==> config.mk <==
export PLATFORM = sky130hd
export DESIGN_NAME = fetch_unit
export DESIGN_NICKNAME = d
export VERILOG_FILES = /design/src/rtl/fetch_unit.sv
export SDC_FILE = /design/constraint.sdc
export NUM_CORES = 1
export LEC_CHECK = 0
export ABC_CLOCK_PERIOD_IN_PS = 7200
export BUFFER_PORTS_ARGS = -buffer_cell sky130_fd_sc_hd__buf_2
export CAP_MARGIN = 5
export CORE_MARGIN = 2
export CORE_UTILIZATION = 45
export DETAILED_ROUTE_END_ITERATION = 10
export PLACE_DENSITY = 0.64
export SYNTH_ARGS = -nofsm -noshare
export SYNTH_HDL_FRONTEND = slang
export SYNTH_SLANG_ARGS = --single-unit
==> constraint.sdc <==
create_clock -name clk -period 7.2 [get_ports clk]
set_input_delay 0.36 -clock clk [delete_from_list [all_inputs] [get_ports clk]]
set_output_delay 0.36 -clock clk [all_outputs]
set_load 0.005 [all_outputs]
==> src/rtl/fetch_unit.sv <==
// fetch_unit: in-order instruction fetch with a small PC-tagged queue feeding decode.
// Optional build macro FETCH_BYPASS_EN forwards a response that fills the head entry straight to decode.
module fetch_unit #(
    parameter logic [31:0] RESET_PC    = 32'h0000_0000,
    parameter int unsigned QUEUE_DEPTH = 2
) (
    input  logic        clk,
    input  logic        rst_n,
    output logic        imem_req_valid_o,
    input  logic        imem_req_ready_i,
    output logic [31:0] imem_req_addr_o,
    input  logic        imem_resp_valid_i,
    input  logic [31:0] imem_resp_data_i,
    input  logic        redirect_valid_i,
    input  logic [31:0] redirect_pc_i,
    output logic        instr_valid_o,
    input  logic        instr_ready_i,
    output logic [31:0] instr_o,
    output logic [31:0] pc_o
);

    localparam int unsigned PW = $clog2(QUEUE_DEPTH);
    localparam int unsigned CW = PW + 1;
    localparam int unsigned DW = PW + 2;

    logic [29:0]            fetch_pc_q, fetch_pc_d;
    logic [PW-1:0]          head_q, head_d, tail_q, tail_d, fill_q, fill_d;
    logic [CW-1:0]          count_q, count_d, outst_q, outst_d;
    logic [DW-1:0]          drop_q, drop_d;
    logic [31:0]            ent_pc_q   [QUEUE_DEPTH];
    logic [31:0]            ent_pc_d   [QUEUE_DEPTH];
    logic [31:0]            ent_data_q [QUEUE_DEPTH];
    logic [31:0]            ent_data_d [QUEUE_DEPTH];
    logic [QUEUE_DEPTH-1:0] ent_filled_q, ent_filled_d;
    logic                   req_en_q, req_en_d;
    logic                   valid_q, valid_d;
    logic [31:0]            instr_q, instr_d;
    logic [31:0]            pc_q, pc_d;

    logic req_fire_s, resp_use_s, resp_drop_s, bypass_s, pop_s;
    logic unused_s;

    // Only word addresses are fetched, so the byte offset of the restart PC is not used.
    assign unused_s = ^redirect_pc_i[1:0];

    // Handshake qualification for request, response, bypass and pop.
    always_comb begin
        imem_req_valid_o = req_en_q && !redirect_valid_i;
        imem_req_addr_o  = {fetch_pc_q, 2'b00};
        req_fire_s       = imem_req_valid_o && imem_req_ready_i;
        resp_drop_s      = imem_resp_valid_i && (drop_q != '0);
        resp_use_s       = imem_resp_valid_i && (drop_q == '0) && !redirect_valid_i;
`ifdef FETCH_BYPASS_EN
        bypass_s         = resp_use_s && (count_q != '0) && !ent_filled_q[head_q];
`else
        bypass_s         = 1'b0;
`endif
        instr_valid_o    = valid_q || bypass_s;
        instr_o          = bypass_s ? imem_resp_data_i : instr_q;
        pc_o             = bypass_s ? ent_pc_q[head_q] : pc_q;
        pop_s            = instr_valid_o && instr_ready_i && !redirect_valid_i;
    end

    // Queue, pointer and counter next-state; redirect flushes and re-targets fetch.
    always_comb begin
        fetch_pc_d   = fetch_pc_q;
        head_d       = head_q;
        tail_d       = tail_q;
        fill_d       = fill_q;
        count_d      = count_q;
        outst_d      = outst_q;
        drop_d       = drop_q;
        ent_pc_d     = ent_pc_q;
        ent_data_d   = ent_data_q;
        ent_filled_d = ent_filled_q;
        if (redirect_valid_i) begin
            fetch_pc_d   = redirect_pc_i[31:2];
            head_d       = '0;
            tail_d       = '0;
            fill_d       = '0;
            count_d      = '0;
            outst_d      = '0;
            ent_filled_d = '0;
            // Everything still in flight, less a response landing now, must be discarded later.
            drop_d       = drop_q + DW'(outst_q) - DW'(imem_resp_valid_i);
        end else begin
            if (req_fire_s) begin
                ent_pc_d[tail_q]     = {fetch_pc_q, 2'b00};
                ent_filled_d[tail_q] = 1'b0;
                tail_d               = tail_q + PW'(1);
                fetch_pc_d           = fetch_pc_q + 30'd1;
            end else begin
                tail_d = tail_q;
            end
            if (resp_use_s) begin
                ent_data_d[fill_q]   = imem_resp_data_i;
                ent_filled_d[fill_q] = 1'b1;
                fill_d               = fill_q + PW'(1);
            end else begin
                fill_d = fill_q;
            end
            // Pop after fill so a bypassed head is released rather than left marked filled.
            if (pop_s) begin
                ent_filled_d[head_q] = 1'b0;
                head_d               = head_q + PW'(1);
            end else begin
                head_d = head_q;
            end
            count_d = count_q + CW'(req_fire_s) - CW'(pop_s);
            outst_d = outst_q + CW'(req_fire_s) - CW'(resp_use_s);
            drop_d  = resp_drop_s ? (drop_q - DW'(1)) : drop_q;
        end
    end

    // Registered view of the head entry presented to decode; holds while the queue is empty.
    always_comb begin
        req_en_d = (count_d < CW'(QUEUE_DEPTH));
        valid_d  = (count_d != '0) && ent_filled_d[head_d];
        instr_d  = valid_d ? ent_data_d[head_d] : instr_q;
        pc_d     = valid_d ? ent_pc_d[head_d] : pc_q;
    end

    // State registers with asynchronous active-low reset.
    always_ff @(posedge clk or negedge rst_n) begin
        if (!rst_n) begin
            fetch_pc_q   <= RESET_PC[31:2];
            head_q       <= '0;
            tail_q       <= '0;
            fill_q       <= '0;
            count_q      <= '0;
            outst_q      <= '0;
            drop_q       <= '0;
            ent_pc_q     <= '{default: 32'h0000_0000};
            ent_data_q   <= '{default: 32'h0000_0000};
            ent_filled_q <= '0;
            req_en_q     <= 1'b0;
            valid_q      <= 1'b0;
            instr_q      <= 32'h0000_0000;
            pc_q         <= 32'h0000_0000;
        end else begin
            fetch_pc_q   <= fetch_pc_d;
            head_q       <= head_d;
            tail_q       <= tail_d;
            fill_q       <= fill_d;
            count_q      <= count_d;
            outst_q      <= outst_d;
            drop_q       <= drop_d;
            ent_pc_q     <= ent_pc_d;
            ent_data_q   <= ent_data_d;
            ent_filled_q <= ent_filled_d;
            req_en_q     <= req_en_d;
            valid_q      <= valid_d;
            instr_q      <= instr_d;
            pc_q         <= pc_d;
        end
    end

    fetch_unit_chk #(
        .CW (CW),
        .DW (DW)
    ) u_chk (
        .clk              (clk),
        .rst_n            (rst_n),
        .req_valid_i      (imem_req_valid_o),
        .req_ready_i      (imem_req_ready_i),
        .req_addr_i       (imem_req_addr_o),
        .redirect_valid_i (redirect_valid_i),
        .resp_valid_i     (imem_resp_valid_i),
        .outst_i          (outst_q),
        .drop_i           (drop_q)
    );

endmodule

// fetch_unit_chk: protocol and counter-range properties for fetch_unit.
module fetch_unit_chk #(
    parameter int unsigned CW = 2,
    parameter int unsigned DW = 3
) (
    input logic          clk,
    input logic          rst_n,
    input logic          req_valid_i,
    input logic          req_ready_i,
    input logic [31:0]   req_addr_i,
    input logic          redirect_valid_i,
    input logic          resp_valid_i,
    input logic [CW-1:0] outst_i,
    input logic [DW-1:0] drop_i
);

    localparam int unsigned SW = DW + 1;

    logic [SW-1:0] inflight_s;

    // Responses still owed to the core after this cycle, in a width that cannot wrap.
    assign inflight_s = SW'(drop_i) + SW'(outst_i) - SW'(resp_valid_i);

    a_no_orphan_resp: assert property (@(posedge clk) disable iff (!rst_n)
        resp_valid_i |-> ((outst_i != '0) || (drop_i != '0)));

    a_drop_no_overflow: assert property (@(posedge clk) disable iff (!rst_n)
        redirect_valid_i |-> (inflight_s <= SW'((1 << DW) - 1)));

    a_addr_stable: assert property (@(posedge clk) disable iff (!rst_n)
        (req_valid_i && !req_ready_i) |=> (!req_valid_i || $stable(req_addr_i)));

    a_req_held: assert property (@(posedge clk) disable iff (!rst_n)
        (req_valid_i && !req_ready_i) |=> (req_valid_i || redirect_valid_i));

endmodule
==> results by group <==
Die
  – Core footprint: 23600 sq um
  – Die area: 25400 sq um
  – Row count: 56
  – Num ports: 168
  – Starting Density: 46.0%
  – Die H: 159 microns
  – Die W: 159 microns

STA
  – Setup tns final: 0 ns
  – Max-slew violations: 0
  – RSZ-0062 raised after global routing: no
  – F_max: 288 MHz
  – Rel. slew slack: 23.2%
  – Worst Tran Pin Value: 1.15 ns
  – Max Clock Skew: 0.00722 ns
  – Crit path time final: 3.47 ns
  – Final Setup Violations: 0
  – Period utilization: 48.2%
  – Final hold vios: 0

Worst setup path
  – Critical Path End Type: register
  – FF-to-FF path depth: 12
  – Kind of critical path: reg -> reg
  – Worst Path Arrival: 3.93 ns
  – FF-to-FF Start: req_en_q
  – Required time worst endpoint: 7.65 ns
  – Reg2Reg Setup Slack: 3.73 ns
  – Worst r2r dst: instr_o[20]
  – Critical path origin: req_en_q
  – CP max FO: 44
  – Startpoint Class: register

Global route
  – Aggregate global routing overflow: 0
  – Largest net degree at the start of global routing: 130
  – Vias in the first global route: 7856
  – Overall routing resource usage: 20.5%
  – Initial antenna violation count: 0
  – First-pass GRT wire length: 42600 microns

Routing
  – Residual antenna-violating net count after detailed routing: 0
  – Vias/cell: 5.45
  – Drt first pass iters: 4
  – DR DRC count: 0
  – Routed WL per cell: 18.5 microns
  – Detailed Route WL: 25400 microns
  – Via count: 7471
  – First DRT Iteration DRCs: 519

Clocking
  – Clock-pin slew on the worst setup and hold paths: 0.06 ns
  – H-Tree Depth: 1
  – Num CTS Buffers: 27
  – Worst-Skew Late Latency: 0.52 ns
  – Max clock buf depth: 3
  – Setup Buffers After CTS: 0
  – CTS root buf: clkbuf_16
  – CTS tree: built
  – Clk sinks: 236

Place
  – Hpwl dp: 15200 microns
  – GP Congestion: 0.785
  – Port buffer count: 163

Logic synthesis
  – Synth Register Bits: 236
  – Syn_area_per_cell: 12.2 sq um
  – Top_reg_cell synth: dfrtp_1
  – Post-synthesis cell area: 10900 sq um
  – Yosys warns: 0
  – Distinct cell type count after synthesis: 54
  – FFs w/ async S/R, synth: 100%
  – Post-synth EDFFs: 0
  – Seq/Total Area, Yosys: 54.3%
  – Cells after Synth: 892

Cells and area
  – FILL cells: 2093
  – Total Nets Final: 1114
  – Area delta synth->final: 18.3%
  – Finished Core Util: 54.5%
  – Layout cell share with drive strength beyond 1: 29.8%

Hold path
  – Hold Crit Start: redirect_pc_i[19]
  – Hold path cells: 3
  – WHS Endpoint: fetch_pc_q[17]
  – Min-Delay Path Class: in -> reg

Job
  – Max-cap viol count: 0

Pwr
  – Power consumption: 0.00457 W
  – P per Cell Area: 356 nW/um^2
  – Maximum vdd drop: 0.174 mV
  – Lkg Pwr: 6.43 nW

Outcome
  – Status: finished, final reports clean
## Yosys cell counts (13+ instances only)
cell       number  area, sq um
clkbuf_1       25         93.8
o22a_1         64          561
dfrtp_1       236         5910
a2bb2oi_1      62          543
xnor2_1        13          114
inv_1          48          180
nand2_1        50          188
buf_2          21          105
nand3_1        14         70.1
nor2_1         20         75.1
mux2_2         84          946
nand3b_1       33          248
o21ai_0        31          155
mux2i_1        60          601
## layer usage
layer | share of wire [%] | wire [microns] | up-vias | GRT usage, %
met2 | 48 | 12200 | 136 | 33.8
li1 | - | - | 3505 | -
met1 | 46 | 11800 | 3792 | 28.5
met3 | 3.9 | 995 | 38 | 3.05
met5 | 0 | 0 | - | 0
met4 | 1.8 | 454 | 0 | 5.33
## cell type report
class / instances / area, sq um / area share [%]
repair buffers: 175 / 918 / 7.14
flip-flops and latches: 236 / 5910 / 45.9
clock buffers: 38 / 787 / 6.12
multi-input cells: 545 / 4520 / 35.1
diodes: 1 / 2.50 / 0.0195
well taps: 319 / 399 / 3.10
clock inverters: 10 / 150 / 1.17
inverters: 48 / 180 / 1.40
## through the flow
stage	setup slack [ns]	cell area, sq um	hold WS, ns	std cells
global placement	3.70	11900	0.440	1322
global route	3.37	12900	0.0421	1371
detailed placement	3.72	11900	0.455	1322
floorplan	4.10	10900	0.0644	893
CTS	3.73	12900	0.0224	1371
finish	3.73	12900	0.0417	1372
## worst max-delay path: stages (launching register included)
cell	delay (ns)
dfrtp_1	0.48
nand2_1	0.29
nor2_1	0.36
inv_1	0.15
ha_1	0.31
inv_1	0.06
ha_1	0.14
xnor3_1	0.20
nor2_1	0.26
o32ai_4	0.16
a211oi_4	0.23
buf_4	0.51
o22a_1	0.22
## power by group
group | total [W] | internal (W) | switching [W] | leakage (nW)
Sequential | 0.00200 | 0.00180 | 0.000208 | 2.99
Combinational | 0.00114 | 0.000656 | 0.000482 | 2.97
Clock | 0.00143 | 0.000899 | 0.000534 | 0.468
## state kept, by name, summed over array words and instances, names as in the netlist
signal / flops
ent_pc_q: 64
fetch_pc_q: 30
drop_q: 3
instr_o: 32
ent_filled_q: 2
ent_data_q: 64
tail_q: 1
instr_valid_o: 1
outst_q: 2
count_q: 2
req_en_q: 1
head_q: 1
pc_o: 32
fill_q: 1
## cells in the final DEF, fill, tap and decap left out, drive strengths merged, types with 2 or more instances in the layout
master | netlist | final
a21boi | 2 | 2
a21oi | 8 | 8
a2bb2oi | 62 | 62
and2 | 6 | 6
and3 | 3 | 3
buf | 38 | 174
bufinv | 0 | 4
clkbuf | 26 | 38
clkinv | 0 | 6
conb | 1 | 2
dfrtp | 236 | 236
ha | 10 | 10
inv | 48 | 48
mux2 | 93 | 93
mux2i | 60 | 60
nand2 | 50 | 50
nand3 | 14 | 14
nand3b | 33 | 33
nand4 | 12 | 12
nor2 | 20 | 20
nor2b | 12 | 12
nor3 | 9 | 9
nor4 | 2 | 2
o21ai | 33 | 33
o22a | 64 | 64
o311ai | 8 | 8
or3 | 2 | 2
xnor2 | 13 | 13
xor2 | 10 | 10
## kinds of logic (layout without fill, tap and decap cells)
kind of cell             after synthesis  in the layout  share of synthesized area (%)
AND/OR/NAND/NOR                      170            170                           8.78
flip-flops                           236            236                           54.3
multiplexers                         153            153                           15.2
XOR/XNOR                              24             24                           2.06
adder cells (fa/ha/maj)               11             11                           1.33
other                                  1              3                         0.0345
buffers and inverters                112            271                           4.76
AO/OA/AOI/OAI                        185            185                           13.6
## worst max path at each step
stage | end | slack (ns) | cells past startpoint
floorplan | instr_o[0] | 4.10 | 15
global placement | pc_o[11] | 3.70 | 6
finish | instr_o[20] | 3.73 | 12
detailed placement | pc_o[11] | 3.72 | 6
CTS | pc_o[6] | 3.73 | 12
global route | instr_o[10] | 3.37 | 12
## what timing repair did
action	4_1_cts	5_1_grt
resized for setup	0	0
hold buffers	1	0
endpoints found under the hold margin	37	0
Power figures use the tool's default switching activity.
